===== config.mk =====
export PLATFORM = sky130hd
export DESIGN_NAME = alu_cmd_sequencer_flat
export DESIGN_NICKNAME = d
export VERILOG_FILES = /design/src/rtl/alu_cmd_sequencer_pkg.sv /design/src/rtl/alu_cmd_sequencer_if.sv /design/src/rtl/alu_cmd_fifo.sv /design/src/rtl/alu_cmd_sequencer.sv /design/src/flat_wrapper.sv
export SDC_FILE = /design/constraint.sdc
export NUM_CORES = 1
export LEC_CHECK = 0
export CAP_MARGIN = 20
export CORE_UTILIZATION = 34
export DETAILED_ROUTE_END_ITERATION = 8
export PLACE_DENSITY = 0.6
export SLEW_MARGIN = 40
export SYNTH_ARGS = -nofsm -noshare
export SYNTH_HDL_FRONTEND = slang
export SYNTH_HIERARCHICAL = 1
export SYNTH_SLANG_ARGS = --single-unit
export TNS_END_PERCENT = 30

===== constraint.sdc =====
create_clock -name clk -period 3.75 [get_ports clk]
set_input_delay 0.375 -clock clk [delete_from_list [all_inputs] [get_ports clk]]
set_output_delay 0.375 -clock clk [all_outputs]
set_load 0.005 [all_outputs]

===== src/rtl/alu_cmd_sequencer_pkg.sv =====
// ----------------------------------------------------------------------------
// alu_cmd_pkg
// Shared definitions for the ALU command sequencer:
//   - state_t     : sequencer FSM state encoding
//   - CMD_W       : width of one packed command word held in the FIFO
//   - *_OFF       : bit offsets of each field inside the packed command
//   - pack_cmd()  : builds a packed command word from its fields
// Packed layout (MSB..LSB): x[7:0], y[7:0], s[3:0], shamt[2:0], shdir, use_acc
// ----------------------------------------------------------------------------
package alu_cmd_pkg;

    typedef enum logic [1:0] {
        ST_IDLE  = 2'd0,
        ST_ISSUE = 2'd1,
        ST_RESP  = 2'd2
    } state_t;

    localparam int CMD_W = 25;

    localparam int USE_ACC_OFF = 0;
    localparam int SHDIR_OFF   = 1;
    localparam int SHAMT_OFF   = 2;
    localparam int S_OFF       = 5;
    localparam int Y_OFF       = 9;
    localparam int X_OFF       = 17;

    function automatic logic [CMD_W-1:0] pack_cmd(
        input logic [7:0] x,
        input logic [7:0] y,
        input logic [3:0] s,
        input logic [2:0] shamt,
        input logic       shdir,
        input logic       use_acc
    );
        return {x, y, s, shamt, shdir, use_acc};
    endfunction

endpackage


===== src/rtl/alu_cmd_sequencer_if.sv =====
// ----------------------------------------------------------------------------
// alu_cmd_sequencer_if
// Bundles the three channels of the sequencer:
//   cmd_* : command input handshake (valid/ready) and operand fields
//   alu_* : registered operands to the combinational ALU and its result back
//   res_* : result output handshake (valid/ready) with data and carry
// Modports:
//   slave  : the sequencer side
//   master : the environment side (command producer, ALU, result consumer)
// ----------------------------------------------------------------------------
interface alu_cmd_sequencer_if;

    logic       cmd_valid;
    logic       cmd_ready;
    logic [7:0] cmd_x;
    logic [7:0] cmd_y;
    logic [3:0] cmd_s;
    logic [2:0] cmd_shamt;
    logic       cmd_shdir;
    logic       cmd_use_acc;

    logic [7:0] alu_x;
    logic [7:0] alu_y;
    logic [3:0] alu_s;
    logic [2:0] alu_shamt;
    logic       alu_shdir;
    logic [7:0] alu_outp;
    logic       alu_cout;

    logic       res_valid;
    logic       res_ready;
    logic [7:0] res_data;
    logic       res_cout;

    modport slave (
        input  cmd_valid, cmd_x, cmd_y, cmd_s, cmd_shamt, cmd_shdir, cmd_use_acc,
        output cmd_ready,
        output alu_x, alu_y, alu_s, alu_shamt, alu_shdir,
        input  alu_outp, alu_cout,
        output res_valid, res_data, res_cout,
        input  res_ready
    );

    modport master (
        output cmd_valid, cmd_x, cmd_y, cmd_s, cmd_shamt, cmd_shdir, cmd_use_acc,
        input  cmd_ready,
        input  alu_x, alu_y, alu_s, alu_shamt, alu_shdir,
        output alu_outp, alu_cout,
        input  res_valid, res_data, res_cout,
        output res_ready
    );

endinterface


===== src/rtl/alu_cmd_fifo.sv =====
// ----------------------------------------------------------------------------
// alu_cmd_fifo
// Synchronous FIFO with registered pointers and an occupancy counter that is
// one bit wider than the pointers so full and empty are distinguishable.
// Read data is the current head (show-ahead); no write-to-read bypass.
// Ports:
//   clk, rst      : clock, synchronous active-high reset (empties the FIFO)
//   push, din     : write request and data; ignored when full
//   pop, dout     : read request and head data; pop ignored when empty
//   full, empty   : occupancy flags
//   count         : entries held, 0..DEPTH
// ----------------------------------------------------------------------------
module alu_cmd_fifo #(
    parameter int DEPTH = 4,
    parameter int AW    = 2,
    parameter int W     = 8
) (
    input  logic          clk,
    input  logic          rst,
    input  logic          push,
    input  logic          pop,
    input  logic [W-1:0]  din,
    output logic [W-1:0]  dout,
    output logic          full,
    output logic          empty,
    output logic [AW:0]   count
);

    localparam logic [AW:0] FULL_CNT = (AW+1)'(DEPTH);

    logic [W-1:0]  mem [DEPTH];
    logic [AW-1:0] wr_ptr;
    logic [AW-1:0] rd_ptr;
    logic          push_ok;
    logic          pop_ok;

    assign full    = (count == FULL_CNT);
    assign empty   = (count == '0);
    assign push_ok = push && !full;
    assign pop_ok  = pop && !empty;
    assign dout    = mem[rd_ptr];

    always_ff @(posedge clk) begin
        if (rst) begin
            wr_ptr <= '0;
            rd_ptr <= '0;
            count  <= '0;
        end else begin
            if (push_ok) begin
                wr_ptr <= wr_ptr + AW'(1);
            end
            if (pop_ok) begin
                rd_ptr <= rd_ptr + AW'(1);
            end
            case ({push_ok, pop_ok})
                2'b10:   count <= count + (AW+1)'(1);
                2'b01:   count <= count - (AW+1)'(1);
                default: count <= count;
            endcase
        end
    end

    // Storage needs no reset: entries are only ever read after being written.
    always_ff @(posedge clk) begin
        if (push_ok) begin
            mem[wr_ptr] <= din;
        end
    end

endmodule


===== src/rtl/alu_cmd_sequencer.sv =====
// ----------------------------------------------------------------------------
// alu_cmd_sequencer
// Queues ALU commands, issues them one at a time to an external combinational
// ALU, captures result and carry, and offers them on a valid/ready port. An
// accumulator holding the last captured result can replace operand X.
// Ports:
//   clk, rst  : clock, synchronous active-high reset
//   bus       : alu_cmd_sequencer_if.slave (cmd_*, alu_*, res_* channels)
//   busy      : FIFO non-empty or FSM not idle
//   stat_ops, stat_carries : capture / carry counters, saturating, present
//                            only when ALU_CMD_SEQUENCER_STATS_EN is defined
// ----------------------------------------------------------------------------
module alu_cmd_sequencer
    import alu_cmd_pkg::*;
#(
    parameter int DEPTH = 4,
    parameter int AW    = 2
) (
    input  logic                  clk,
    input  logic                  rst,
    alu_cmd_sequencer_if.slave    bus,
    output logic                  busy
`ifdef ALU_CMD_SEQUENCER_STATS_EN
    ,
    output logic [15:0]           stat_ops,
    output logic [15:0]           stat_carries
`endif
);

    state_t           state_q;
    state_t           state_d;
    logic             fifo_push;
    logic             fifo_pop;
    logic             fifo_full;
    logic             fifo_empty;
    logic [AW:0]      fifo_count;
    logic [CMD_W-1:0] fifo_din;
    logic [CMD_W-1:0] head;
    logic             capture;

    logic [7:0]       alu_x_q;
    logic [7:0]       alu_y_q;
    logic [3:0]       alu_s_q;
    logic [2:0]       alu_shamt_q;
    logic             alu_shdir_q;
    logic [7:0]       res_data_q;
    logic             res_cout_q;
    logic [7:0]       acc_q;

    assign fifo_din  = pack_cmd(bus.cmd_x, bus.cmd_y, bus.cmd_s,
                                bus.cmd_shamt, bus.cmd_shdir, bus.cmd_use_acc);
    assign fifo_push = bus.cmd_valid && !fifo_full;

    alu_cmd_fifo #(
        .DEPTH (DEPTH),
        .AW    (AW),
        .W     (CMD_W)
    ) u_fifo (
        .clk   (clk),
        .rst   (rst),
        .push  (fifo_push),
        .pop   (fifo_pop),
        .din   (fifo_din),
        .dout  (head),
        .full  (fifo_full),
        .empty (fifo_empty),
        .count (fifo_count)
    );

    assign bus.cmd_ready = !fifo_full;
    assign bus.alu_x     = alu_x_q;
    assign bus.alu_y     = alu_y_q;
    assign bus.alu_s     = alu_s_q;
    assign bus.alu_shamt = alu_shamt_q;
    assign bus.alu_shdir = alu_shdir_q;
    assign bus.res_valid = (state_q == ST_RESP);
    assign bus.res_data  = res_data_q;
    assign bus.res_cout  = res_cout_q;
    assign busy          = (fifo_count != '0) || (state_q != ST_IDLE);

    // Next state. A result left unconsumed keeps the FSM in RESP; a consumed
    // result with more work queued goes straight back to ISSUE.
    always_comb begin
        state_d  = state_q;
        fifo_pop = 1'b0;
        capture  = 1'b0;
        case (state_q)
            ST_IDLE: begin
                if (!fifo_empty) begin
                    fifo_pop = 1'b1;
                    state_d  = ST_ISSUE;
                end
            end
            ST_ISSUE: begin
                capture = 1'b1;
                state_d = ST_RESP;
            end
            ST_RESP: begin
                if (bus.res_ready) begin
                    if (!fifo_empty) begin
                        fifo_pop = 1'b1;
                        state_d  = ST_ISSUE;
                    end else begin
                        state_d  = ST_IDLE;
                    end
                end
            end
            default: state_d = ST_IDLE;
        endcase
    end

    // The accumulator is written at capture, so a chained command popped in
    // RESP already sees the result of the command issued just before it.
    always_ff @(posedge clk) begin
        if (rst) begin
            state_q     <= ST_IDLE;
            alu_x_q     <= '0;
            alu_y_q     <= '0;
            alu_s_q     <= '0;
            alu_shamt_q <= '0;
            alu_shdir_q <= 1'b0;
            res_data_q  <= '0;
            res_cout_q  <= 1'b0;
            acc_q       <= '0;
        end else begin
            state_q <= state_d;
            if (fifo_pop) begin
                alu_x_q     <= head[USE_ACC_OFF] ? acc_q : head[X_OFF +: 8];
                alu_y_q     <= head[Y_OFF +: 8];
                alu_s_q     <= head[S_OFF +: 4];
                alu_shamt_q <= head[SHAMT_OFF +: 3];
                alu_shdir_q <= head[SHDIR_OFF];
            end
            if (capture) begin
                res_data_q <= bus.alu_outp;
                res_cout_q <= bus.alu_cout;
                acc_q      <= bus.alu_outp;
            end
        end
    end

`ifdef ALU_CMD_SEQUENCER_STATS_EN
    // Counters stick at all-ones instead of wrapping.
    always_ff @(posedge clk) begin
        if (rst) begin
            stat_ops     <= '0;
            stat_carries <= '0;
        end else if (capture) begin
            if (stat_ops != 16'hFFFF) begin
                stat_ops <= stat_ops + 16'd1;
            end
            if (bus.alu_cout && (stat_carries != 16'hFFFF)) begin
                stat_carries <= stat_carries + 16'd1;
            end
        end
    end
`endif

endmodule


===== src/flat_wrapper.sv =====
// flat-port wrapper written by rule: the top's interface ports become plain ports
module alu_cmd_sequencer_flat import alu_cmd_pkg::*;
#(
    parameter int DEPTH = 4,
    parameter int AW    = 2
)
  (clk, rst, busy, bus_cmd_valid, bus_cmd_x, bus_cmd_y, bus_cmd_s, bus_cmd_shamt, bus_cmd_shdir, bus_cmd_use_acc, bus_cmd_ready, bus_alu_x, bus_alu_y, bus_alu_s, bus_alu_shamt, bus_alu_shdir, bus_alu_outp, bus_alu_cout, bus_res_valid, bus_res_data, bus_res_cout, bus_res_ready);
  alu_cmd_sequencer_if bus_i ();
  input  logic clk;
  input  logic rst;
  output logic busy;
  input wire logic [$bits(bus_i.cmd_valid)-1:0] bus_cmd_valid;
  input wire logic [$bits(bus_i.cmd_x)-1:0] bus_cmd_x;
  input wire logic [$bits(bus_i.cmd_y)-1:0] bus_cmd_y;
  input wire logic [$bits(bus_i.cmd_s)-1:0] bus_cmd_s;
  input wire logic [$bits(bus_i.cmd_shamt)-1:0] bus_cmd_shamt;
  input wire logic [$bits(bus_i.cmd_shdir)-1:0] bus_cmd_shdir;
  input wire logic [$bits(bus_i.cmd_use_acc)-1:0] bus_cmd_use_acc;
  output wire logic [$bits(bus_i.cmd_ready)-1:0] bus_cmd_ready;
  output wire logic [$bits(bus_i.alu_x)-1:0] bus_alu_x;
  output wire logic [$bits(bus_i.alu_y)-1:0] bus_alu_y;
  output wire logic [$bits(bus_i.alu_s)-1:0] bus_alu_s;
  output wire logic [$bits(bus_i.alu_shamt)-1:0] bus_alu_shamt;
  output wire logic [$bits(bus_i.alu_shdir)-1:0] bus_alu_shdir;
  input wire logic [$bits(bus_i.alu_outp)-1:0] bus_alu_outp;
  input wire logic [$bits(bus_i.alu_cout)-1:0] bus_alu_cout;
  output wire logic [$bits(bus_i.res_valid)-1:0] bus_res_valid;
  output wire logic [$bits(bus_i.res_data)-1:0] bus_res_data;
  output wire logic [$bits(bus_i.res_cout)-1:0] bus_res_cout;
  input wire logic [$bits(bus_i.res_ready)-1:0] bus_res_ready;
  assign bus_i.cmd_valid = bus_cmd_valid;
  assign bus_i.cmd_x = bus_cmd_x;
  assign bus_i.cmd_y = bus_cmd_y;
  assign bus_i.cmd_s = bus_cmd_s;
  assign bus_i.cmd_shamt = bus_cmd_shamt;
  assign bus_i.cmd_shdir = bus_cmd_shdir;
  assign bus_i.cmd_use_acc = bus_cmd_use_acc;
  assign bus_cmd_ready = bus_i.cmd_ready;
  assign bus_alu_x = bus_i.alu_x;
  assign bus_alu_y = bus_i.alu_y;
  assign bus_alu_s = bus_i.alu_s;
  assign bus_alu_shamt = bus_i.alu_shamt;
  assign bus_alu_shdir = bus_i.alu_shdir;
  assign bus_i.alu_outp = bus_alu_outp;
  assign bus_i.alu_cout = bus_alu_cout;
  assign bus_res_valid = bus_i.res_valid;
  assign bus_res_data = bus_i.res_data;
  assign bus_res_cout = bus_i.res_cout;
  assign bus_i.res_ready = bus_res_ready;
  alu_cmd_sequencer #(.DEPTH(DEPTH), .AW(AW)) u_core (.clk(clk), .rst(rst), .bus(bus_i), .busy(busy));
endmodule

After elaboration in Yosys (flattened, before gate mapping)
Memory sizes are Yosys's and may differ from the RTL's. A register that Yosys moved wholly into a read port is not among the register bits.
Index checks and enable logic that the tools add are counted.
- bits in registers: 42
- RAM bits: 100
- word-level logic and storage cells: 49
- output and inout port bits: 36
- input bits: 38
- memories kept: 1
- memories (name ; depth ; width ; rd ports ; clocked after memory_dff ; wr ports ; line ; text):
    u_core.u_fifo.mem ; 4 ; 25 ; 1 ; 1 ; 1 ; alu_cmd_fifo.sv:31 ; logic [W-1:0] mem [DEPTH];
- mux-type cells: 14
- reductions and logical operators: 12
- equal/unequal tests: 7
- $add $sub $neg: 4
- operators by type and width (kind ; number):
    2-to-1 mux 2 bit ; 4
    2-to-1 mux 8 bit ; 1
    2-to-1 mux 1 bit ; 6
    one-hot mux 2 bit (3 select lines) ; 1
    one-hot mux 3 bit (2 select lines) ; 1
    adder 2 x 1 -> 2 bit, second input constant ; 2
    equality test 2 x 1 -> 1 bit, second input constant ; 2
    equality test 2 bit, second input constant ; 2
    nonzero test 2 bit ; 2
    adder 3 x 1 -> 3 bit, second input constant ; 1
    equality test 3 bit, second input constant ; 1
    logical AND 1 bit ; 3
    logical NOT 3 bit ; 1
    nonzero test 3 bit ; 1
    subtractor 3 x 1 -> 3 bit, second input constant ; 1
    logical NOT 1 bit ; 2
    logical NOT 2 bit ; 1
    != test 2 x 1 -> 1 bit, second input constant ; 1
    != test 2 bit, second input constant ; 1
    one-hot mux 1 bit (2 select lines) ; 1
    AND reduction 2 bit ; 1
    logical OR 1 bit ; 1

Depth between registers and ports, before layout
- depth after elaboration: 7
- gate-level depth with buffers: 12
- gate-level depth less buffers: 11

By module
The synthesis kept the hierarchy.
- by module, submodules not included (module ; area an instance (µm²) ; instances ; cells an instance ; seq. area each (µm²)):
    alu_cmd_fifo ; 4139.0 ; 1 ; 185 ; 3183.1
    alu_cmd_sequencer ; 1452.6 ; 1 ; 166 ; 700.7

Worst setup path before layout
Ideal clock, no wire load.
- kind: reg2reg
- start point: register u_core.u_fifo.count[0]
- end point: register u_core.u_fifo.count[2]
- path buffers: 1
- required time: 3.680 ns
- period minus slack after synthesis: 2.431 ns
- path slack: 1.319 ns
- arrival: 2.361 ns
- stages on the path, launching flop included: 13
- library setup time: 0.070 ns
- cell sequence: dfxtp_1 -> nor3_2 -> or2_1 -> buf_6 -> nor2_4 -> o31ai_2 -> inv_1 -> ha_1 -> inv_1 -> fa_1 -> xor2_1 -> or3_1 -> a21oi_1
- word-level cells in the longest chain between the ends: 7
- elaborated cells between the ends (all ways): 16
- those cells by class: 2 x add/sub; 3 x eq/ne; 4 x mux; 7 x reduce/logical
- ends and longest elaborated chain (what ; line ; text):
    start, declared ; alu_cmd_fifo.sv:26 ; output logic [AW:0] count
    start signal, assigned ; alu_cmd_fifo.sv:56 ; 2'b10: count <= count + (AW+1)'(1);
    start signal, assigned ; alu_cmd_fifo.sv:57 ; 2'b01: count <= count - (AW+1)'(1);
    start signal, assigned ; alu_cmd_fifo.sv:58 ; default: count <= count;
    logical NOT 3 bit * ; alu_cmd_fifo.sv:38 ; assign empty = (count == '0);
    named net u_core.fifo_empty ; alu_cmd_sequencer.sv:35 ; logic fifo_empty;
    2-to-1 mux 1 bit * ; alu_cmd_sequencer.sv:89, alu_cmd_sequencer.sv:100 ;
    2-to-1 mux 1 bit ; alu_cmd_sequencer.sv:99 ; if (bus.res_ready) begin
    one-hot mux 1 bit (2 select lines) * ; alu_cmd_sequencer.sv:87 ; case (state_q)
    named net u_core.fifo_pop ; alu_cmd_sequencer.sv:33 ; logic fifo_pop;
    logical AND 1 bit * ; alu_cmd_fifo.sv:40 ; assign pop_ok = pop && !empty;
    named net u_core.u_fifo.pop_ok ; alu_cmd_fifo.sv:35 ; logic pop_ok;
    equality test 2 x 1 -> 1 bit / equality test 2 bit (equally long branches) ; alu_cmd_fifo.sv:55 ; case ({push_ok, pop_ok})
    one-hot mux 3 bit (2 select lines) / nonzero test 2 bit (equally long branches) ; -- ;
Mark *: on every way through the listed nets, which the timed path passes. The rest lies on a longest branch.
A chain may end at the register's enable or synchronous reset.

Worst setup path after layout
Same ends and word-level chain as after synthesis.

==> summary.md <==
| Metric | Value |
|---|---|
| Launching point of the worst reg2reg path | `u_core/u_fifo/count[0]$_SDFFE_PP0P_` |
| Max cap viols | `0` |
| CTS Hold Bufs | `0` |
| FF-to-FF setup slack | `0.72 ns` |
| Synthesized area per cell | `15.93 µm²` |
| Area contributors post-synth | `edfxtp_1 54%, dfxtp_1 16%, mux4_2 8.1%, a21oi_1 3.4%, mux4_1 2.3%` |
| I/O pin count | `74` |
| H-tree Lvls | `4` |
| Core area | `15940 µm²` |
| Post-Syn Instances | `351` |
| Fin. Hold Viols | `0` |
| N_diodes | `0` |
| Worst-Skew Late Latency | `0.41 ns` |
| CTS sink cnt | `144` |
| Routed vias | `3190` |
| Leak pwr | `2.374 nW` |
| Post-CTS sizing | `0` |
| Switching Share | `28.49%` |
| GP Congestion | `0.7504` |
| Final min period | `3.029 ns` |
| Crit path from | `u_core/u_fifo/count[0]$_SDFFE_PP0P_` |
| Final setup TNS | `0 ns` |
| First-pass GRT wire length | `18.82 mm` |
| Filler cell count | `1406` |
| Clk pwr share | `34.5%` |
| Overflow after GRT | `0` |
| RSZ-0062 raised after global routing | `no` |
| WL final | `12.17 mm` |
| Nets | `471` |
| Yosys top cell area share | `53.70%` |
| Initial core utilization | `35.07%` |
| Bufs on Longest Clock Path | `2` |
| Part of the power in registers | `38.6%` |
| Power consumption | `5.656 mW` |
| Worst path arrival time | `3.37 ns` |
| FF-to-FF End | `u_core/u_fifo/count[2]$_SDFFE_PP0P_` |
| Slew headroom | `52.25%` |
| Final period utilization | `80.76%` |
| Total Routing Usage GR | `15.68%` |
| Total CTS buffers | `17` |
| Number of global-route vias before repair | `3280` |
| CP max stage delay | `0.49 ns` |
| Worst path cell trace | `nor3_2 > or2_1 > nor2_4 > o31ai_2 > inv_1 > ha_1 > inv_1 > fa_1 > xor2_1 > or3_1 > a21oi_1` |
| # DRC | `0` |
| Die area | `16960 µm²` |
| Critical Path Stages | `11` |
| Critical Path Start Type | `flop` |
| Crit path required time | `4.09 ns` |
| DRT iter0 DRCs | `215` |
| Net Count, Synth | `395` |
| Worst-Margin Slew | `0.7162 ns` |
| Fmax | `330.2 MHz` |
| Critical path type | `reg2reg` |
| Max IR drop VDD | `0.3308 mV` |
| Critical Path Sink Type | `flop` |
| NetSw | `1.611 mW` |
| Pint | `4.044 mW` |
| Synthesized area | `5592 µm²` |
| Die width | `130.2 µm` |
| Count of state elements after synthesis | `144` |
| Warning count from the yosys run | `6` |
| CTS tree | `done` |
| Critical Path Fanout Max | `18` |
| Post-synth ARST share | `0%` |
| Fraction of layout cells with a size suffix above 1 | `16.36%` |
| Register area share after synthesis | `69.46%` |
| Pwr dens | `789.0 nW/µm²` |
| Combinational Power Share | `26.9%` |
| First-pass detailed-route iteration total | `5` |
| Clock slew at reported path FFs | `0.06 ns` |
| Outcome | `completed` |
| Setup violators final | `0` |
| Worst Skew | `0.007498 ns` |
| Final cell count without fillers | `656` |
| HPWL Detailed | `7.560 mm` |
| Worst hold path type | `in2reg` |
| Layout area overhead | `28.19%` |
| Vias per std cell | `4.863` |
| Initial antenna violation count | `0` |
| Most frequent CP cell | `inv_1` |
| Clk root buf | `clkbuf_16` |
| DR WL/cell | `18.55 µm` |
| Cell taking the most area after synthesis | `edfxtp_1` |
| Die H | `130.2 µm` |
| Critical path buffer and inverter count | `2` |
| Largest net degree at the start of global routing | `45` |
| ANT nets after route | `0` |
| Final slew viol count | `0` |
| Port-buffer cells | `73` |
| Ys flop type | `edfxtp_1` |
| EDFF count, synth | `100` |
| Placed Cells | `624` |
| Worst r2r path cells | `11` |
| Critical Path End | `u_core/u_fifo/count[2]$_SDFFE_PP0P_` |
| Delay-heaviest family, CP | `simple AND/OR/NAND/NOR gates` |
| Rows | `46` |
| Netlist cell types | `37` |
| Critical-path top delay cell | `or2_1` |
| Post-CTS Setup Inserts | `0` |
==> how the worst min path moves through the flow <==
stage	cells past startpoint	end	slack, ns	startpoint
2_1_floorplan	2	u_core/bus.res_cout$_SDFFE_PP0N_	0.45	u_core/bus.res_cout$_SDFFE_PP0N_
3_3_place_gp	2	u_core/bus.res_cout$_SDFFE_PP0N_	0.44	u_core/bus.res_cout$_SDFFE_PP0N_
3_5_place_dp	2	u_core/bus.res_cout$_SDFFE_PP0N_	0.45	u_core/bus.res_cout$_SDFFE_PP0N_
4_1_cts	2	u_core/bus.res_cout$_SDFFE_PP0N_	0.45	u_core/bus.res_cout$_SDFFE_PP0N_
5_1_grt	2	u_core/u_fifo/rd_ptr[0]$_SDFFE_PP0P_	0.41	rst
6_report	2	u_core/u_fifo/wr_ptr[0]$_SDFFE_PP0P_	0.41	rst
==> synth_stat cells (all sizes together), types with 8 or more instances <==
library cell  count
edfxtp          100
nand3            16
mux2i             9
o21ai            19
mux4             25
buf              16
nor2              9
dfxtp            44
a211oi            8
inv               9
a21oi            38
nand2            20
==> final cells by class <==
type | instances | area [µm²] | share of cell area, %
Multi-Input combinational cell | 175 | 1509 | 21.05
Sequential cell | 144 | 3885 | 54.20
Clock buffer | 18 | 429.2 | 5.987
Tap cell | 216 | 270.3 | 3.770
Clock inverter | 14 | 260.3 | 3.631
Timing Repair Buffer | 80 | 780.7 | 10.89
Inverter | 9 | 33.78 | 0.4713
==> stage by stage <==
stage | area (µm²) | worst slack (ns) | hold WS [ns] | utilization (%)
2_1_floorplan | 5592 | 1.319 | 0.4527 | -
3_3_place_gp | 6466 | 0.8955 | 0.4447 | 40.56
3_5_place_dp | 6474 | 0.8103 | 0.4478 | 40.61
4_1_cts | 7163 | 0.7073 | 0.4535 | 44.93
5_1_grt | 7168 | 0.5344 | 0.4125 | 44.96
6_report | 7168 | 0.7214 | 0.4137 | 44.96
==> layout by cell type (no fill, tap or decap), types with 10 or more instances in the layout <==
master	n
edfxtp_1	100
clkdlybuf4s50_1	72
dfxtp_1	43
a21oi_1	38
nand2_1	20
mux4_2	20
clkbuf_16	17
nand3_1	16
o21ai_0	10
==> per-layer routing <==
metal  routed length (µm)  vias up  track usage (%)
li1                     -     1486                -
met1                 5398     1611            19.70
met2                 6114       84            26.06
met3                  546        9            4.674
met4                  109        0            4.720
met5                    0        -                0
==> flip-flops by register name (all words and copies together), names as in the netlist, 3 cells and up, named ones only <==
signal                flops
u_core/bus.alu_x          8
u_core/u_fifo/count       3
u_core/bus.alu_shamt      3
u_core/bus.alu_s          4
u_core/u_fifo/mem       100
u_core/acc_q              8
u_core/bus.alu_y          8
==> worst register-to-register path, delay by kind of cell (launching register included) <==
family,cells,cell delay (ns)
DFF,1,0.48
xor gates and xnor gates,1,0.18
buffers and inverters,2,0.13
AOI/OAI and AO/OA,2,0.28
and+or+nand+nor,4,1.33
adders and majority gates,2,0.56
==> power by group through the flow <==
stage | Sequential, mW | Clock (mW) | Combinational, mW
3_3_place_gp | 2.20 | 0 | 1.50
5_1_grt | 2.21 | 2.05 | 1.67
4_1_cts | 2.19 | 1.98 | 1.54
3_5_place_dp | 2.22 | 0 | 1.53
2_1_floorplan | 2.16 | 0 | 1.03
6_report | 2.18 | 1.95 | 1.52
==> logic make-up after synthesis <==
family,Yosys count,synth area share [%]
simple gates,66,6.109
mux,34,12.02
buf+inv,32,3.736
flops,144,69.46
fa+ha+maj,6,1.477
xor+xnor,3,0.4700
compound gates,66,6.735
Power figures use the tool's default switching activity.
